File: src/rtl/freq_pkg.sv
// Shared types, note table and constant helpers for the frequency-entry controller.
package freq_pkg;

  typedef logic [3:0] bcd_digit_t;

  typedef enum logic [1:0] {LD_IDLE, LD_SCALE, LD_DABBLE, LD_WRITE} ld_state_t;
  typedef enum logic {REB_IDLE, REB_RUN} reb_state_t;

  localparam int NOTE_CNT      = 12;
  localparam int DABBLE_CYCLES = 32;

  // Octave-4 chromatic notes in dHz, index 0 = C.
  localparam logic [NOTE_CNT-1:0][13:0] NOTE_TBL = {
    14'd4939, 14'd4662, 14'd4400, 14'd4153, 14'd3920, 14'd3700,
    14'd3492, 14'd3296, 14'd3111, 14'd2937, 14'd2772, 14'd2616
  };

  function automatic logic [63:0] to_bcd64(input logic [63:0] v);
    logic [63:0] r;
    logic [63:0] t;
    r = '0;
    t = v;
    for (int i = 0; i < 16; i++) begin
      r[4*i +: 4] = 4'(t % 64'd10);
      t = t / 64'd10;
    end
    return r;
  endfunction

  function automatic logic [63:0] pow10(input int n);
    logic [63:0] p;
    p = 64'd1;
    for (int i = 0; i < n; i++) p = p * 64'd10;
    return p;
  endfunction

endpackage

File: src/rtl/bin2bcd_seq.sv
// Iterative double-dabble, one input bit per cycle; first bit is taken on the start edge.
// done pulses for one cycle after the 32nd bit; bcd holds its value until the next start.
module bin2bcd_seq
  import freq_pkg::*;
#(
  parameter int DIGITS = 8
) (
  input  logic                  clk,
  input  logic                  rst,
  input  logic                  start,
  input  logic [31:0]           bin,
  output logic [4*DIGITS-1:0]   bcd,
  output logic                  done
);

  logic [31:0] sh;
  logic [4:0]  cnt;
  logic        run;

  function automatic logic [4*DIGITS-1:0] dabble(input logic [4*DIGITS-1:0] b,
                                                 input logic bit_in);
    logic [4*DIGITS-1:0] a;
    for (int i = 0; i < DIGITS; i++) begin
      a[4*i +: 4] = (b[4*i +: 4] >= 4'd5) ? b[4*i +: 4] + 4'd3 : b[4*i +: 4];
    end
    return {a[4*DIGITS-2:0], bit_in};
  endfunction

  always_ff @(posedge clk or posedge rst) begin
    if (rst) begin
      sh   <= '0;
      cnt  <= '0;
      run  <= 1'b0;
      done <= 1'b0;
      bcd  <= '0;
    end else begin
      done <= 1'b0;
      if (start) begin
        bcd <= dabble('0, bin[31]);
        sh  <= {bin[30:0], 1'b0};
        cnt <= 5'(DABBLE_CYCLES - 1);
        run <= 1'b1;
      end else if (run) begin
        bcd <= dabble(bcd, sh[31]);
        sh  <= {sh[30:0], 1'b0};
        cnt <= cnt - 5'd1;
        if (cnt == 5'd1) begin
          run  <= 1'b0;
          done <= 1'b1;
        end
      end
    end
  end

endmodule

File: src/rtl/freq_entry_ctrl.sv
// BCD frequency editor and note/octave loader; digit steps rebuild f_dHz over DIGITS cycles,
// note loads hold busy for 34 cycles. Define AUTO_REPEAT_EN for held up/down repeat.
module freq_entry_ctrl
  import freq_pkg::*;
#(
  parameter int DIGITS       = 8,
  parameter int OCT_W        = 3,
  parameter int REPEAT_TICKS = 20_000_000,
  parameter int RST_DHZ      = 2616
) (
  input  logic                        clk,
  input  logic                        rst,
  input  logic                        btn_mode,
  input  logic                        btn_left,
  input  logic                        btn_right,
  input  logic                        btn_up,
  input  logic                        btn_down,
  input  logic                        note_valid,
  input  logic [3:0]                  note_idx,
  input  logic [OCT_W-1:0]            octave,
  output logic [4*DIGITS-1:0]         digits,
  output logic [31:0]                 f_dHz,
  output logic                        f_valid,
  output logic                        busy,
  output logic                        edit_mode,
  output logic [$clog2(DIGITS)-1:0]   cursor,
  output logic                        blink_ena
);

  localparam int          CW        = $clog2(DIGITS);
  localparam logic [63:0] RST_BCD64 = to_bcd64(64'(RST_DHZ));
  localparam logic [63:0] MAX_DHZ   = pow10(DIGITS) - 64'd1;

  logic [4:0]          btn_q;
  logic                mode_rise, left_rise, right_rise, up_rise, down_rise;
  logic                up_rpt, down_rpt;
  logic                ed_ok, up_go, down_go, step;
  bcd_digit_t          cur_d, new_d;

  ld_state_t           ld_state, ld_next;
  reb_state_t          reb_state, reb_next;
  logic                ld_trig, reb_done;
  logic [3:0]          ld_idx, last_idx;
  logic [OCT_W-1:0]    ld_oct, last_oct;
  logic                last_vld;
  logic [CW-1:0]       reb_idx;
  logic [31:0]         acc, acc_next;
  logic [63:0]         shifted;
  logic [31:0]         scaled;
  int                  oct_i;
  logic                conv_start, conv_done;
  logic [4*DIGITS-1:0] conv_bcd;

  assign {mode_rise, left_rise, right_rise, up_rise, down_rise} =
         {btn_mode, btn_left, btn_right, btn_up, btn_down} & ~btn_q;

  assign busy      = (ld_state != LD_IDLE);
  assign blink_ena = edit_mode & ~(btn_left | btn_right | btn_up | btn_down);
  assign ed_ok     = edit_mode & ~busy;

`ifdef AUTO_REPEAT_EN
  localparam int RW = $clog2(REPEAT_TICKS + 1);
  logic [RW-1:0] up_cnt, down_cnt;

  assign up_rpt   = btn_up   & ~up_rise   & (up_cnt   == RW'(REPEAT_TICKS - 1));
  assign down_rpt = btn_down & ~down_rise & (down_cnt == RW'(REPEAT_TICKS - 1));

  always_ff @(posedge clk or posedge rst) begin
    if (rst) begin
      up_cnt   <= '0;
      down_cnt <= '0;
    end else begin
      up_cnt   <= (!btn_up   || up_rise   || up_rpt)   ? '0 : up_cnt + RW'(1);
      down_cnt <= (!btn_down || down_rise || down_rpt) ? '0 : down_cnt + RW'(1);
    end
  end
`else
  assign up_rpt   = 1'b0;
  assign down_rpt = 1'b0;
`endif

  // Holding the opposite button vetoes a step, including on a simultaneous press.
  assign up_go   = ed_ok & (up_rise | up_rpt) & ~btn_down;
  assign down_go = ed_ok & (down_rise | down_rpt) & ~btn_up;
  assign step    = up_go | down_go;

  always_comb begin
    cur_d = digits[4*cursor +: 4];
    new_d = cur_d;
    if (up_go)        new_d = (cur_d == 4'd9) ? 4'd0 : cur_d + 4'd1;
    else if (down_go) new_d = (cur_d == 4'd0) ? 4'd9 : cur_d - 4'd1;
  end

  assign ld_trig = (ld_state == LD_IDLE) && note_valid && (note_idx < 4'(NOTE_CNT)) &&
                   (!last_vld || {note_idx, octave} != {last_idx, last_oct});

  always_comb begin
    oct_i   = int'($signed(ld_oct));
    shifted = 64'(NOTE_TBL[ld_idx]);
    if (oct_i >= 0) shifted = shifted << oct_i;
    else            shifted = shifted >> (-oct_i);
    scaled = (shifted > MAX_DHZ) ? MAX_DHZ[31:0] : shifted[31:0];
  end

  assign conv_start = (ld_state == LD_SCALE);

  bin2bcd_seq #(.DIGITS(DIGITS)) u_bin2bcd (
    .clk   (clk),
    .rst   (rst),
    .start (conv_start),
    .bin   (scaled),
    .bcd   (conv_bcd),
    .done  (conv_done)
  );

  always_comb begin
    ld_next = ld_state;
    case (ld_state)
      LD_IDLE:   if (ld_trig) ld_next = LD_SCALE;
      LD_SCALE:  ld_next = LD_DABBLE;
      LD_DABBLE: if (conv_done) ld_next = LD_WRITE;
      LD_WRITE:  ld_next = LD_IDLE;
      default:   ld_next = LD_IDLE;
    endcase
  end

  assign acc_next = acc * 32'd10 + 32'(digits[4*reb_idx +: 4]);
  assign reb_done = (reb_state == REB_RUN) && !step && !ld_trig && (reb_idx == '0);

  always_comb begin
    reb_next = reb_state;
    case (reb_state)
      REB_IDLE: if (step && !ld_trig) reb_next = REB_RUN;
      REB_RUN: begin
        if (ld_trig)       reb_next = REB_IDLE;
        else if (step)     reb_next = REB_RUN;
        else if (reb_done) reb_next = REB_IDLE;
      end
      default: reb_next = REB_IDLE;
    endcase
  end

  always_ff @(posedge clk or posedge rst) begin
    if (rst) begin
      ld_state  <= LD_IDLE;
      reb_state <= REB_IDLE;
    end else begin
      ld_state  <= ld_next;
      reb_state <= reb_next;
    end
  end

  always_ff @(posedge clk or posedge rst) begin
    if (rst) begin
      btn_q     <= '0;
      edit_mode <= 1'b0;
      cursor    <= '0;
      digits    <= RST_BCD64[4*DIGITS-1:0];
      f_dHz     <= 32'(RST_DHZ);
      f_valid   <= 1'b1;
      acc       <= '0;
      reb_idx   <= '0;
      ld_idx    <= '0;
      ld_oct    <= '0;
      last_idx  <= '0;
      last_oct  <= '0;
      last_vld  <= 1'b0;
    end else begin
      btn_q <= {btn_mode, btn_left, btn_right, btn_up, btn_down};

      if (mode_rise) edit_mode <= ~edit_mode;

      if (ed_ok && left_rise && !right_rise)
        cursor <= (cursor == CW'(DIGITS - 1)) ? '0 : cursor + CW'(1);
      else if (ed_ok && right_rise && !left_rise)
        cursor <= (cursor == '0) ? CW'(DIGITS - 1) : cursor - CW'(1);

      if (step) begin
        digits[4*cursor +: 4] <= new_d;
        acc     <= '0;
        reb_idx <= CW'(DIGITS - 1);
      end else if (reb_state == REB_RUN) begin
        acc     <= acc_next;
        reb_idx <= reb_idx - CW'(1);
      end

      if (ld_state == LD_WRITE) begin
        digits   <= conv_bcd;
        f_dHz    <= scaled;
        f_valid  <= 1'b1;
        last_idx <= ld_idx;
        last_oct <= ld_oct;
        last_vld <= 1'b1;
      end else if (step) begin
        f_valid <= 1'b0;
      end else if (reb_done) begin
        f_dHz   <= acc_next;
        f_valid <= 1'b1;
      end

      if (ld_trig) begin
        ld_idx <= note_idx;
        ld_oct <= octave;
      end
    end
  end

endmodule

File: config.mk
export PLATFORM = sky130hd
export DESIGN_NAME = freq_entry_ctrl
export DESIGN_NICKNAME = d
export VERILOG_FILES = /design/src/rtl/freq_pkg.sv /design/src/rtl/bin2bcd_seq.sv /design/src/rtl/freq_entry_ctrl.sv
export SDC_FILE = /design/constraint.sdc
export NUM_CORES = 1
export LEC_CHECK = 0
export BUFFER_PORTS_ARGS = -buffer_cell sky130_fd_sc_hd__buf_2
export CORE_ASPECT_RATIO = 0.8
export CORE_UTILIZATION = 30
export CTS_BUF_LIST = sky130_fd_sc_hd__clkbuf_8
export CTS_CLUSTER_SIZE = 40
export DETAILED_ROUTE_END_ITERATION = 16
export PLACE_DENSITY_LB_ADDON = 0.12
export SLEW_MARGIN = 20
export SYNTH_ARGS = -nofsm -noshare
export SYNTH_HDL_FRONTEND = slang
export SYNTH_HIERARCHICAL = 1
export SYNTH_SLANG_ARGS = --single-unit
File: constraint.sdc
create_clock -name clk -period 3.91 [get_ports clk]
set_input_delay 0 -clock clk [delete_from_list [all_inputs] [get_ports clk]]
set_output_delay 0 -clock clk [all_outputs]
set_load 0.01 [all_outputs]
# == Word level (Yosys, flattened, before mapping) ==
# Memories as Yosys holds them, arrays and structs flattened.
# Index checks and enable logic that the tools add are counted.
# classes
addsub,17
mul,1
order_cmp,12
eq_ne,10
shifts,6
muxes,52
bitwise,18
n_reduce_logical,30
# op_table
op,n
2-to-1 mux 32 bit,12
greater-than comparator 64 x 27 -> 1 bit (second input constant),1
2-to-1 mux 64 bit,1
variable part select 32 x 6 -> 4 bit,2
left shift 14 x 32 -> 64 bit,1
>> shifter 14 x 32 -> 64 bit,1
2-to-1 mux 4 bit,11
negation 5 -> 34 bit,1
variable shift 4 x 34 -> 32 bit (first input constant),1
variable part select 4 x 34 -> 32 bit,1
adder 32 x 4 -> 32 bit,1
bitwise mux 32 bit,1
greater-or-equal comparator 4 x 3 -> 1 bit (second input constant),8
multiplier 32 x 3 -> 31 bit (second input constant),1
negation 3 -> 32 bit,1
adder 4 x 2 -> 4 bit (second input constant),7
2-to-1 mux 3 bit,7
2-to-1 mux 14 bit,1
2-to-1 mux 1 bit,13
nonzero test 2 bit,6
logical AND 1 bit,11
2-to-1 mux 5 bit,2
case mux 2 bit (4 select lines),1
!= test 7 bit,1
other kinds (30),53
# totals
regBits,198
romBits,224
out_inout_bits,71
word_cells,167
mem_count,1
# memory_table
name,depth,width,read_ports,rd_clocked_by_memory_dff,wr,line_no,rtl
(no name shown),16,14,1,0,0,freq_entry_ctrl.sv:99,shifted = 64'(NOTE_TBL[ld_idx]);

# == Depth between registers and ports, before layout ==
# depth
word_depth,14
depth_mapped,15
ltp_nobuf,14

# == Hierarchy ==
# Netlist, hierarchy kept.
# by_module_without_submodules
mod,instances,cells_per_inst,area_each_um2,seq_area_each_um2
freq_entry_ctrl,1,1173,10137.2,3168.0
bin2bcd_seq,1,391,3723.6,1751.7

# == Worst setup path after synthesis ==
# No wires, ideal clock.
# synth_path
path_type,flip-flop to flip-flop
startpoint,register reb_idx[0]
endpoint,register f_dHz[28]
arrival_time_ns,3.586
path_slack_ns,0.231
stages_incl_launch_ff,15
n_path_buf,1
period_less_slack_ns,3.679
cell_sequence,dfrtp_1 clkbuf_1 mux4_2 mux2_2 ha_1 a21o_1 a21oi_1 nor2_1 nand4_1 nor4_4 nand4_1 and4b_1 nand4_1 xnor2_1 a211oi_1
# synth_between
elab_chain_len,5
# synth_rtl
element,line_no,rtl
from (decl),freq_entry_ctrl.sv:46,logic [CW-1:0] reb_idx;
from (signal assigned),freq_entry_ctrl.sv:181,reb_idx <= CW'(DIGITS - 1);
from (signal assigned),freq_entry_ctrl.sv:184,reb_idx <= reb_idx - CW'(1);
variable part select 32 x 6 -> 4 bit,freq_entry_ctrl.sv:127,assign acc_next = acc * 32'd10 + 32'(digits[4*reb_idx +: 4]);
adder 32 x 4 -> 32 bit,freq_entry_ctrl.sv:127,
2-to-1 mux 32 bit,freq_entry_ctrl.sv:196,end else if (reb_done) begin
2-to-1 mux 32 bit,freq_entry_ctrl.sv:194,end else if (step) begin
2-to-1 mux 32 bit,freq_entry_ctrl.sv:187,if (ld_state == LD_WRITE) begin
to (signal assigned),freq_entry_ctrl.sv:159,f_dHz <= 32'(RST_DHZ);
to (signal assigned),freq_entry_ctrl.sv:189,f_dHz <= scaled;
to (signal assigned),freq_entry_ctrl.sv:197,f_dHz <= acc_next;
to (decl),freq_entry_ctrl.sv:22,"output logic [31:0] f_dHz,"
# Several ways; a longest one is shown, not always the timed one. The select of a mux whose other input is x is not followed.
# A chain may end at the register's enable or synchronous reset.

# == Worst setup path after layout ==
# layout_path
startpoint,register reb_idx[0]
endpoint,register f_dHz[13]
# The elaborated chain is that of the path after synthesis.

==> metrics.txt <==
number of global-route vias before repair=11614; #FFs+latches synth=196; Worst Hold Class=primary input to register; first-pass GRT wire length=68100 um; largest family of logic cells by synthesized area=compound AO/OA/AOI/OAI gates; worst hold start=note_valid; max layer used=met4; most common cell after layout, fill and taps aside=dfrtp_1; Max Clock Skew=18.6 ps; root cell of the clock tree=clkbuf_8; worst-margin pin slew=1110 ps; share of the synthesized area in the top cell type=0.332; initial drt markers=807; share of cells above drive strength 1=0.153; routed wl met3=1790 um; Critical Path Start=reb_idx[0]; Final #Nets=1766; Clock Tree Buf Depth=2; clock sinks=196; Routed WL per cell=18.9 um; first drt pass iteration count=6; setup total negative slack=0 ps; row cnt=70; CP top delay family=multiplexers; number of H-tree levels=4; post-synth cell types=85; most frequent CP cell=buf_4; CP endpoint kind=register; final wirelength=43000 um; met1 WL=22800 um; via count=11976; Yosys warning count=6; Worst EP required=4270 ps; Synth Area in Simple Gates=0.175; fin crit share=0.941; Slew Limit Fails=0; crit path cell chain=buf_4, mux4_2, mux2_2, ha_1, fa_1, a21o_1, nor2b_1, nand3_1, buf_4, nor3_1, xor2_1, nor2_1, a21oi_1, o21ai_0; EDFF count, synth=0; Main synth FF type=dfrtp_1; complex-gate fraction of the synthesized area=0.205; top post-synthesis cells by area=dfrtp_1 33%, ha_1 9.2%, o21ai_0 5.3%; Via-to-Cell Ratio=5.27; clk slew on worst S/H paths=110 ps; Reg-to-Reg Start=reb_idx[0]; Starting Density=0.304; Rel. slew slack=0.251; worst-path maximum fanout=7; Synth Area in Adders=0.0950; Final ANT Viol Nets=0; f_max=0.272 GHz; Synth async-reset ratio=1.00; post-synthesis mux area share=0.0849; Crit path buffers/inverters=2; CTS tree=done; kind of critical path=register to register; Syn Inst Count=1564; Met2 Wirelength=17800 um; clock latency on the worst-skew pair=510 ps; I/O pins=86; unrepaired setup endpoints after global routing=no; dominant cell type by area after synthesis=dfrtp_1; CP Launch Type=register; CP max stage delay=580 ps; Setup Viol. Count Final=0; sum of net half-perimeters after detailed placement=32200 um; grt total ovfl=0; largest net degree at the start of global routing=90; Max stage delay cell, worst path=dfrtp_1; Core ar.=0.0456 mm2; Final min period=3680 ps; most frequent cells in the layout=182 x dfrtp_1, 175 x nand2_1, 148 x o21ai_0; Critical Path AT=4040 ps; sequential area share after synthesis=0.355; Post-Syn Area=0.0139 mm2; post-synthesis xor/xnor area fraction=0.0411; die area=0.0471 mm2; PortBufs=85; MaxCap Viol Count=0; GRT Util Overall=0.184; GPL Wtd Cong=0.864; die width=242 um; synthesized area per cell=8.86 um2; Remaining DRCs=0; Die Y=194 um; Fin. Hold Viols=0; cts bufs inserted=17; outcome=finished, final reports clean; initial antenna violation count=0; Area growth, synth to finish=13.1%
[state kept, by name (all words and copies together) (netlist names), 2 cells and up]
register / flops
u_bin2bcd/sh: 31
cursor: 3
digits: 32
u_bin2bcd/bcd: 32
reb_idx: 3
u_bin2bcd/cnt: 5
acc: 31
last_oct: 3
ld_oct: 3
btn_q: 5
last_idx: 4
ld_state: 2
f_dHz: 32
ld_idx: 4
[cell type report]
cell class	count	area, um2
antenna	1	2.50
clock buffer	21	289
clock inverter	10	168
fill	4716	30000
inverter	63	241
multi-input combinational	1232	8430
sequential	196	4920
tap	612	766
timing repair buffer	137	861
[per-layer routing]
metal	GRT usage	vias to the layer above
met5	0	-
met4	0.0462	0
met3	0.0317	42
met2	0.262	273
met1	0.282	5852
li1	-	5809
[worst reg2reg max path, stage by stage (launching register included)]
cell and delay, ps:
dfrtp_1 580, buf_4 220, mux4_2 480, mux2_2 280, ha_1 210, fa_1 410, a21o_1 180, nor2b_1 150
nand3_1 110, buf_4 140, nor3_1 60, xor2_1 400, nor2_1 90, a21oi_1 120, o21ai_0 80
[what timing repair did]
| item | in CTS | in global routing |
|---|---|---|
| hold buffers | 13 | 0 |
| hold endpoints to repair | 109 | 0 |
| resized for setup | 0 | 7 |
| buffers inserted | 0 | 1 |
| setup endpoints to repair | 0 | 25 |
[cells in the mapped netlist, types with 23 or more instances]
| cell | n |
|---|---|
| dfrtp_1 | 184 |
| nand2_1 | 175 |
| o21ai_0 | 148 |
| nor2_1 | 129 |
| ha_1 | 102 |
| a21oi_1 | 88 |
| inv_1 | 61 |
| mux2i_1 | 59 |
| clkbuf_1 | 58 |
| a211oi_1 | 37 |
| nand3_1 | 37 |
| xnor2_1 | 37 |
| xor2_1 | 28 |
| nor3_1 | 27 |
| a31oi_1 | 25 |
| nand4_1 | 23 |
[stage by stage]
stage	hold WS (ps)	utilization	setup WS, ps	instances	area, um2
detailed placement	132	0.330	88.9	2226	15100
CTS	52.8	0.343	42.9	2270	15600
floorplan	31.4	-	231	1579	13900
global route	77.0	0.344	0.452	2271	15700
finish	103	0.344	231	2272	15700
global placement	134	0.330	212	2226	15100
[worst paths after layout]
check,to,slack (ps),cells after the start
max in group asynchronous,u_bin2bcd/bcd[18],2670,4
hold / removal,ld_idx[0],100,3
min in group asynchronous,ld_oct[1],140,3
hold reg to reg,last_vld,480,1
setup reg to reg,f_dHz[13],230,14
setup / recovery,f_dHz[13],230,14
[kinds of logic (layout without fill, tap and decap cells)]
family	after synthesis	after routing
buf+inv	151	231
flops	196	196
mux	95	95
xor+xnor	65	65
simple gates	502	502
fa+ha+maj	104	104
compound gates	450	450
other cells	1	17
Power is left out: the tool's default activity adds up to more than one toggle a clock period on the data nets, which glitch-free logic cannot reach.
